## config.mk

```make
export PLATFORM = sky130hd
export DESIGN_NAME = inv_addkey_mixcol_flat
export DESIGN_NICKNAME = d
export VERILOG_FILES = /design/src/rtl/aes_pkg.sv /design/src/rtl/inv_addkey_mixcol_if.sv /design/src/rtl/inv_mix_column.sv /design/src/rtl/inv_addkey_mixcol.sv /design/src/flat_wrapper.sv
export SDC_FILE = /design/constraint.sdc
export NUM_CORES = 1
export LEC_CHECK = 0
export ABC_AREA = 1
export CAP_MARGIN = 5
export CORE_ASPECT_RATIO = 1.1
export CORE_MARGIN = 3
export CORE_UTILIZATION = 40
export CTS_CLUSTER_DIAMETER = 30
export DETAILED_ROUTE_END_ITERATION = 12
export PLACE_DENSITY_LB_ADDON = 0.08
export RECOVER_POWER = 25
export SYNTH_ARGS = -nofsm -noshare
export SYNTH_HDL_FRONTEND = slang
export SYNTH_SLANG_ARGS = --single-unit
```

## constraint.sdc

```tcl
create_clock -name clk -period 4.69 [get_ports clk]
set_clock_uncertainty 0.15 [all_clocks]
set_input_delay 1.1725 -clock clk [delete_from_list [all_inputs] [get_ports clk]]
set_output_delay 1.1725 -clock clk [all_outputs]
set_load 0.01 [all_outputs]
```

## src/rtl/aes_pkg.sv

```systemverilog
// Shared AES decryption definitions: state/column widths, the inv-mix FSM state type and
// GF(2^8) multiply helpers built from xtime chains (no lookup tables).
package aes_pkg;

  localparam int unsigned AES_STATE_W = 128;
  localparam int unsigned AES_COL_W   = 32;

  typedef enum logic [1:0] {
    StIdle,
    StMix,
    StDone
  } inv_mix_state_e;

  // Multiply by x modulo x^8+x^4+x^3+x+1
  function automatic logic [7:0] xtime(input logic [7:0] b);
    return {b[6:0], 1'b0} ^ (b[7] ? 8'h1b : 8'h00);
  endfunction

  function automatic logic [7:0] gmul9(input logic [7:0] b);
    logic [7:0] x2, x4, x8;
    x2 = xtime(b);
    x4 = xtime(x2);
    x8 = xtime(x4);
    return x8 ^ b;
  endfunction

  function automatic logic [7:0] gmulb(input logic [7:0] b);
    logic [7:0] x2, x4, x8;
    x2 = xtime(b);
    x4 = xtime(x2);
    x8 = xtime(x4);
    return x8 ^ x2 ^ b;
  endfunction

  function automatic logic [7:0] gmuld(input logic [7:0] b);
    logic [7:0] x2, x4, x8;
    x2 = xtime(b);
    x4 = xtime(x2);
    x8 = xtime(x4);
    return x8 ^ x4 ^ b;
  endfunction

  function automatic logic [7:0] gmule(input logic [7:0] b);
    logic [7:0] x2, x4, x8;
    x2 = xtime(b);
    x4 = xtime(x2);
    x8 = xtime(x4);
    return x8 ^ x4 ^ x2;
  endfunction

endpackage

```

## src/rtl/inv_addkey_mixcol_if.sv

```systemverilog
// Input/output handshake bundle for inv_addkey_mixcol.
// last_round exists only when INV_MIX_LAST_ROUND_EN is defined.
interface inv_addkey_mixcol_if;
  import aes_pkg::*;

  logic [AES_STATE_W-1:0] state_in;
  logic [AES_STATE_W-1:0] round_key;
`ifdef INV_MIX_LAST_ROUND_EN
  logic                   last_round;
`endif
  logic                   in_valid;
  logic                   in_ready;
  logic [AES_STATE_W-1:0] state_out;
  logic                   out_valid;
  logic                   out_ready;

  modport master (
`ifdef INV_MIX_LAST_ROUND_EN
    output last_round,
`endif
    output state_in,
    output round_key,
    output in_valid,
    input  in_ready,
    input  state_out,
    input  out_valid,
    output out_ready
  );

  modport slave (
`ifdef INV_MIX_LAST_ROUND_EN
    input  last_round,
`endif
    input  state_in,
    input  round_key,
    input  in_valid,
    output in_ready,
    output state_out,
    output out_valid,
    input  out_ready
  );

endinterface

```

## src/rtl/inv_mix_column.sv

```systemverilog
// Combinational InvMixColumns on one 32-bit column; row 0 is the most significant byte.
module inv_mix_column
  import aes_pkg::*;
(
  input  logic [AES_COL_W-1:0] column,
  output logic [AES_COL_W-1:0] mixed
);

  logic [7:0] a0, a1, a2, a3;
  logic [7:0] b0, b1, b2, b3;

  assign a0 = column[31:24];
  assign a1 = column[23:16];
  assign a2 = column[15:8];
  assign a3 = column[7:0];

  // Multiplier row {0e,0b,0d,09} rotated right one byte per output row
  assign b0 = gmule(a0) ^ gmulb(a1) ^ gmuld(a2) ^ gmul9(a3);
  assign b1 = gmul9(a0) ^ gmule(a1) ^ gmulb(a2) ^ gmuld(a3);
  assign b2 = gmuld(a0) ^ gmul9(a1) ^ gmule(a2) ^ gmulb(a3);
  assign b3 = gmulb(a0) ^ gmuld(a1) ^ gmul9(a2) ^ gmule(a3);

  assign mixed = {b0, b1, b2, b3};

endmodule

```

## src/rtl/inv_addkey_mixcol.sv

```systemverilog
// AddRoundKey followed by column-serial InvMixColumns for one decryption round.
// Define INV_MIX_LAST_ROUND_EN to add the last_round bypass of InvMixColumns.
module inv_addkey_mixcol
  import aes_pkg::*;
#(
  parameter int unsigned NCOL = 4  // only 4 (AES-128) is meaningful
) (
  input  logic              clk,
  input  logic              reset,
  inv_addkey_mixcol_if.slave bus
);

  localparam int unsigned ColW = $clog2(NCOL);

  inv_mix_state_e         state_q, state_d;
  logic [AES_STATE_W-1:0] st_q, st_d;
  logic [ColW-1:0]        col_q, col_d;
  logic [AES_COL_W-1:0]   mix_in, mix_out;
  logic                   skip_mix;

`ifdef INV_MIX_LAST_ROUND_EN
  assign skip_mix = bus.last_round;
`else
  assign skip_mix = 1'b0;
`endif

  // Single shared column datapath, selected by col_q
  always_comb begin
    mix_in = '0;
    for (int unsigned c = 0; c < NCOL; c++) begin
      if (col_q == ColW'(c)) begin
        mix_in = st_q[AES_STATE_W - AES_COL_W * (c + 1) +: AES_COL_W];
      end
    end
  end

  inv_mix_column u_inv_mix_column (
    .column (mix_in),
    .mixed  (mix_out)
  );

  always_comb begin
    state_d = state_q;
    st_d    = st_q;
    col_d   = col_q;
    unique case (state_q)
      StIdle: begin
        if (bus.in_valid) begin
          st_d    = bus.state_in ^ bus.round_key;
          col_d   = '0;
          state_d = skip_mix ? StDone : StMix;
        end
      end
      StMix: begin
        for (int unsigned c = 0; c < NCOL; c++) begin
          if (col_q == ColW'(c)) begin
            st_d[AES_STATE_W - AES_COL_W * (c + 1) +: AES_COL_W] = mix_out;
          end
        end
        col_d = col_q + ColW'(1);
        if (col_q == ColW'(NCOL - 1)) begin
          state_d = StDone;
        end
      end
      StDone: begin
        if (bus.out_ready) begin
          state_d = StIdle;
        end
      end
      default: state_d = StIdle;
    endcase
  end

  always_ff @(posedge clk) begin
    if (reset) begin
      state_q <= StIdle;
      st_q    <= '0;
      col_q   <= '0;
    end else begin
      state_q <= state_d;
      st_q    <= st_d;
      col_q   <= col_d;
    end
  end

  // Gated by reset so nothing is offered as accepted while the block is held in reset
  assign bus.in_ready  = (state_q == StIdle) && !reset;
  assign bus.out_valid = (state_q == StDone);
  assign bus.state_out = st_q;

endmodule
```

## src/flat_wrapper.sv

```systemverilog
// flat-port wrapper written by rule: the top's interface ports become plain ports
module inv_addkey_mixcol_flat import aes_pkg::*;
#(
  parameter int unsigned NCOL = 4                                   
)
  (clk, reset, bus_state_in, bus_round_key, bus_in_valid, bus_in_ready, bus_state_out, bus_out_valid, bus_out_ready);
  inv_addkey_mixcol_if bus_i ();
  input  logic clk;
  input  logic reset;
  input wire logic [$bits(bus_i.state_in)-1:0] bus_state_in;
  input wire logic [$bits(bus_i.round_key)-1:0] bus_round_key;
  input wire logic [$bits(bus_i.in_valid)-1:0] bus_in_valid;
  output wire logic [$bits(bus_i.in_ready)-1:0] bus_in_ready;
  output wire logic [$bits(bus_i.state_out)-1:0] bus_state_out;
  output wire logic [$bits(bus_i.out_valid)-1:0] bus_out_valid;
  input wire logic [$bits(bus_i.out_ready)-1:0] bus_out_ready;
  assign bus_i.state_in = bus_state_in;
  assign bus_i.round_key = bus_round_key;
  assign bus_i.in_valid = bus_in_valid;
  assign bus_in_ready = bus_i.in_ready;
  assign bus_state_out = bus_i.state_out;
  assign bus_out_valid = bus_i.out_valid;
  assign bus_i.out_ready = bus_out_ready;
  inv_addkey_mixcol #(.NCOL(NCOL)) u_core (.clk(clk), .reset(reset), .bus(bus_i));
endmodule
```

Word level (Yosys, flattened, before mapping)
Cells that the tools add are included.

Flip-flop bits (word level): 132. Bits of input ports: 260. Output and inout bits: 130. Logic and storage cells: 106.

Add/subtract/negate cells: 1. Eq/ne operators: 11. Muxes and demuxes: 28. Bitwise operators: 49. Reduce and logical (&&, ||, !) cells: 11.

Operators by type and width (count): $xor A8 B8 Y8 (38); $mux W32 (8); $pmux W128 S2 (1); $mux W128 (1); $xor A128 B128 Y128 (1); $xor A8 B5 Y8 (10); $mux W5 (12); $reduce_and A3 Y1 (5); $ne A2 B1 Y1 const B (5); $mux W2 (4); $eq A2 B2 Y1 const B (3); $pmux W2 S3 (1); $eq A2 B1 Y1 const B (2); $logic_not A2 Y1 (2); $pmux W2 S2 (1); $add A2 B1 Y2 const B (1); $ne A2 B2 Y1 const B (1); $reduce_and A2 Y1 (1); $reduce_bool A2 Y1 (1); $logic_and A1 B1 Y1 (1); $logic_not A1 Y1 (1).

Depth between registers and ports, before layout
Gate-level depths: netlist (run 1).

Depth in word-level cells: 18. Depth in mapped cells: 23. Gate-level depth less buffers: 22.

Cells and area by module
A second synthesis (run 1) with hierarchy kept.

Cell total of the unflattened synthesis: 2482. Area total of the unflattened synthesis: 13211.4 µm².

Modules (own cells, without submodules): inv_addkey_mixcol (instances 1, cells an instance 1824, area each 9691.8 µm²); inv_mix_column (instances 1, cells an instance 658, area each 3519.6 µm²).

Least setup slack after synthesis (run 1)
OpenSTA, ideal clock, no wires.

Path kind: input to output. Start: input reset. End: output bus_in_ready. Arrival: 1.431 ns. Data required time: 3.368 ns. Path slack: 1.936 ns. Stages: 1. Buffers on the path: 0. Cell sequence: nor3_1.

Cells in the longest elaborated chain, start to end: 2.

RTL lines: start, declared (RTL line flat_wrapper.sv:9) `input logic reset;`; $logic_not A1 Y1 (RTL line inv_addkey_mixcol.sv:87) `assign bus.in_ready = (state_q == StIdle) && !reset;`; $logic_and A1 B1 Y1 (RTL line inv_addkey_mixcol.sv:87); end, declared (RTL line flat_wrapper.sv:13) `output wire logic [$bits(bus_i.in_ready)-1:0] bus_in_ready;`.

No other way between the ends.

Final worst setup path (run 1)
Start: register u_core.state_q[0]. End: register u_core.st_q[9] (netlist: u_core.bus.state_out[9]).

Cells in the longest elaborated chain, start to end: 3. Elaborated cells on any way between the ends: 7. Those cells by class: eq/ne (3); mux (1); reduce/logical (3).

RTL lines: start, declared (RTL line inv_addkey_mixcol.sv:15) `inv_mix_state_e state_q, state_d;`; start signal, assigned (RTL line inv_addkey_mixcol.sv:76) `state_q <= StIdle;`; start signal, assigned (RTL line inv_addkey_mixcol.sv:80) `state_q <= state_d;`; $eq A2 B1 Y1 or $logic_not A2 Y1 (tied branches) (RTL line inv_addkey_mixcol.sv:46) `unique case (state_q)`; $ne A2 B1 Y1 (no line) (tied with other cells); $reduce_and A3 Y1 (no line); end signal, assigned (RTL line inv_addkey_mixcol.sv:81) `st_q <= st_d;`; end, declared (RTL line inv_addkey_mixcol.sv:16) `logic [AES_STATE_W-1:0] st_q, st_d;`.

Parallel ways exist; a longest one is shown, timed or not. A chain may end at the register's enable or synchronous reset.

==> metrics.md, run 1 <==
| Metric | Value |
|---|---|
| Share of layout cells above drive strength 1 | `8.890%` |
| 1st-iter DRT viols | `1732` |
| Path category of the worst min-delay check | `register to register` |
| CTS root buffer | `clkbuf_16` |
| Final hold violations | `0` |
| Net count after synthesis | `2298` |
| Vias | `15240` |
| Post-Syn Area per Cell | `5.991 um^2` |
| Crit Path Class | `register to register` |
| Largest net degree at the start of global routing | `99` |
| Clock Sinks | `132` |
| Initial Util | `40.88%` |
| Wire per inst | `21.09 um` |
| GRT Overall Usage | `34.27%` |
| Clock slew at reported path FFs | `60 ps` |
| Utilization after layout | `56.73%` |
| Port-buffer cells | `389` |
| Status | `complete, but fails checks` |
| RD Place Congestion | `0.9818` |
| Final-stage net count | `2647` |
| Top_reg_cell synth | `dfxtp_1` |
| Crit-path max FO | `38` |
| Final worst path period share | `87.09%` |
| CTS max path bufs | `2` |
| Pwr Density | `479.0 nW/um^2` |
| Htree depth | `4` |
| Worst Setup End Kind | `register` |
| Area growth syn-to-layout | `38.78%` |
| Post-synth EDFFs | `0` |
| ANT nets after route | `0` |
| Slowest stage cell on the critical path | `clkbuf_1` |
| Seq/Total Area, Yosys | `21.69%` |
| Cell area after synthesis | `12190 um^2` |
| Max-Slew Margin vs Limit | `-56.16%` |
| Pre-CTS setup slack | `853.0 ps` |
| Final count of negative-setup-slack endpoints | `0` |
| Comb pwr share | `64.9%` |
| Hpwl dp | `47290 um` |
| Net switching power | `4.254 mW` |
| Area after DPL | `16320 um^2` |
| Chip height | `189.1 um` |
| Skew-Pair Late Insertion Delay | `440 ps` |
| CP Launch Type | `register` |
| Post-CTS Setup Bufs | `0` |
| Remaining Overflow, GRT | `0` |
| Max IR drop VDD | `287.0 uV` |
| Failing checks | `max-capacitance violations, max-slew violations` |
| Global-route wire length before repair | `84510 um` |
| Ys Warns | `0` |
| IO Pins | `390` |
| #FFs+latches synth | `132` |
| RSZ-0062 raised after global routing | `no` |
| Rows | `66` |
| Initial antenna violation count | `2` |
| Fin area | `16910 um^2` |
| Pleak | `7.777 nW` |
| Int Pwr | `3.846 mW` |
| Sw frac | `52.52%` |
| Required @ worst endpoint | `4880 ps` |
| Fmax | `0.2448 GHz` |
| CP max stage delay | `1710 ps` |
| Flop2flop setup slack | `610 ps` |
| PnR Total Power | `8.101 mW` |
| Die Area | `32600 um^2` |
| Num CTS Buffers | `17` |
| Setup WS post-layout | `605.6 ps` |
| Distinct cells, synth | `46` |
| Setup tns final | `0 ps` |
| Share of flip-flops with an asynchronous set or reset | `0%` |
| Drt drc | `0` |
| Sequential Power Share | `17.8%` |
| Maxcap violations | `1` |
| Crit-path cells | `inv_1 > nor2_4 > buf_4 > clkbuf_1 > nand3_1 > a21oi_1` |
| Vias per inst | `5.431` |
| Core Area | `29810 um^2` |
| Worst-margin pin slew | `2342 ps` |
| Final Max Slew Viols | `39` |
| CTS tree | `built` |
| Post-Syn Instances | `2034` |
| Resized cells post-CTS | `0` |
| Die width | `172.4 um` |
| Clock Power Share | `17.3%` |
| Drt pass-1 iters | `6` |
| WP data arrival | `4280 ps` |
| Detailed Route WL | `59170 um` |
| Hold_buf cts | `0` |
| Vias in the first global route | `13570` |
| Clock period minus worst slack | `4084 ps` |
[cell usage after synthesis, types with 8 or more instances]
cell / n / share of area [%]
o21ai_0: 258 / 11
nand3_1: 126 / 5.2
a21oi_4: 13 / 1.7
nor2_2: 8 / 0.41
nor2_1: 146 / 4.5
nand3_2: 29 / 2.4
inv_1: 123 / 3.8
inv_2: 10 / 0.31
buf_4: 8 / 0.49
xor2_1: 66 / 4.7
xnor2_1: 32 / 2.3
nand2_1: 606 / 19
dfxtp_1: 132 / 22
nand2_4: 9 / 0.83
a21oi_1: 269 / 11
clkbuf_1: 50 / 1.5
nand2_2: 52 / 2.7
buf_6: 16 / 1.5
a21oi_2: 17 / 1.2
[final timing paths]
| kind | to | depth (start not counted) | start |
|---|---|---|---|
| min | u_core.col_q[1] | 2 | u_core.col_q[1] |
| min reg2reg | u_core.col_q[1] | 2 | u_core.col_q[1] |
| max | u_core.bus.state_out[9] | 6 | u_core.state_q[0] |
| max reg2reg | u_core.bus.state_out[9] | 6 | u_core.state_q[0] |
[power groups by stage]
stage / clock [mW] / combinational (mW) / sequential, mW
after floorplan: 0 / 3.23 / 1.48
after global placement: 0 / 5.13 / 1.45
after detailed placement: 0 / 5.19 / 1.46
after CTS: 1.40 / 5.21 / 1.43
after global routing: 1.45 / 5.70 / 1.45
final: 1.40 / 5.26 / 1.44
[critical path, delay by kind of cell, from the launching register on]
kind                   cells  cell delay [ps]
AO/OA/AOI/OAI              1              330
buffers and inverters      3             2160
AND/OR/NAND/NOR            2              930
flip-flops                 1              380
[placed cells by master, fill, tap and decap left out, types with 4 or more instances in the layout]
| master | count |
|---|---|
| nand2_2 | 53 |
| nor2_1 | 145 |
| nand2_1 | 605 |
| a31oi_1 | 4 |
| nand3_1 | 126 |
| nand3_2 | 29 |
| or2_1 | 7 |
| clkdlybuf4s50_1 | 326 |
| clkbuf_16 | 17 |
| inv_2 | 12 |
| xnor2_1 | 32 |
| dlygate4sd3_1 | 63 |
| a21oi_1 | 266 |
| xor2_1 | 66 |
| nor2_2 | 8 |
| nand2_4 | 9 |
| buf_4 | 19 |
| nand3b_1 | 6 |
| a21oi_2 | 20 |
| inv_6 | 6 |
| o21ai_0 | 258 |
| inv_1 | 121 |
| dfxtp_1 | 132 |
| o21ai_1 | 5 |
| a21oi_4 | 13 |
[area by class of cell]
class                           count  area [um^2]
Antenna cell                        1        2.502
Clock buffer                       18        429.2
Clock inverter                     14        163.9
Fill cell                        2971        12900
Inverter                          136        520.5
Multi-Input combinational cell   1685         8578
Sequential cell                   132         2643
Tap cell                          408        510.5
Timing Repair Buffer              411         4064
[logic make-up (layout without fill, tap and decap cells)]
| family | after synthesis | count (layout) | synth area share [%] |
|---|---|---|---|
| compound gates | 578 | 578 | 25.93 |
| fa+ha+maj | 4 | 4 | 0.4107 |
| simple gates | 999 | 999 | 35.91 |
| xor+xnor | 104 | 104 | 7.937 |
| other cells | 0 | 1 | 0 |
| flops | 132 | 132 | 21.69 |
| buf+inv | 217 | 579 | 8.132 |
[stage by stage]
| step | hold slack, ps | cells |
|---|---|---|
| 3_5_place_dp | 355.5 | 2772 |
| 6_report | 361.7 | 2805 |
| 5_1_grt | 404.8 | 2805 |
| 4_1_cts | 364.4 | 2804 |
| 2_1_floorplan | 318.0 | 2034 |
| 3_3_place_gp | 342.0 | 2772 |
[state kept, by name, summed over array words and instances (netlist names)]
| signal | cells |
|---|---|
| u_core.bus.state_out | 128 |
| u_core.col_q | 2 |
| u_core.state_q | 2 |
[metal layers]
| layer | track usage (%) | up-vias | routed length, um | part of all wire, % |
|---|---|---|---|---|
| li1 | - | 7404 | - | - |
| met1 | 45.82 | 7058 | 24690 | 42 |
| met2 | 56.65 | 680 | 27580 | 47 |
| met3 | 4.134 | 91 | 4732 | 8.0 |
| met4 | 12.22 | 2 | 2160 | 3.7 |
| met5 | 0 | - | 8 | 0.014 |
(Power assumes the default switching activity.)
==> run 2: changes to the inputs <==
--- a/config.mk
+++ b/config.mk
@@ -14,6 +14,7 @@
 export DETAILED_ROUTE_END_ITERATION = 12
 export PLACE_DENSITY_LB_ADDON = 0.08
 export RECOVER_POWER = 25
+export SLEW_MARGIN = 20
 export SYNTH_ARGS = -nofsm -noshare
 export SYNTH_HDL_FRONTEND = slang
 export SYNTH_SLANG_ARGS = --single-unit
==> results of run 2 <==
Same layout as run 1: the final DEF is identical, and so are final timing and power.
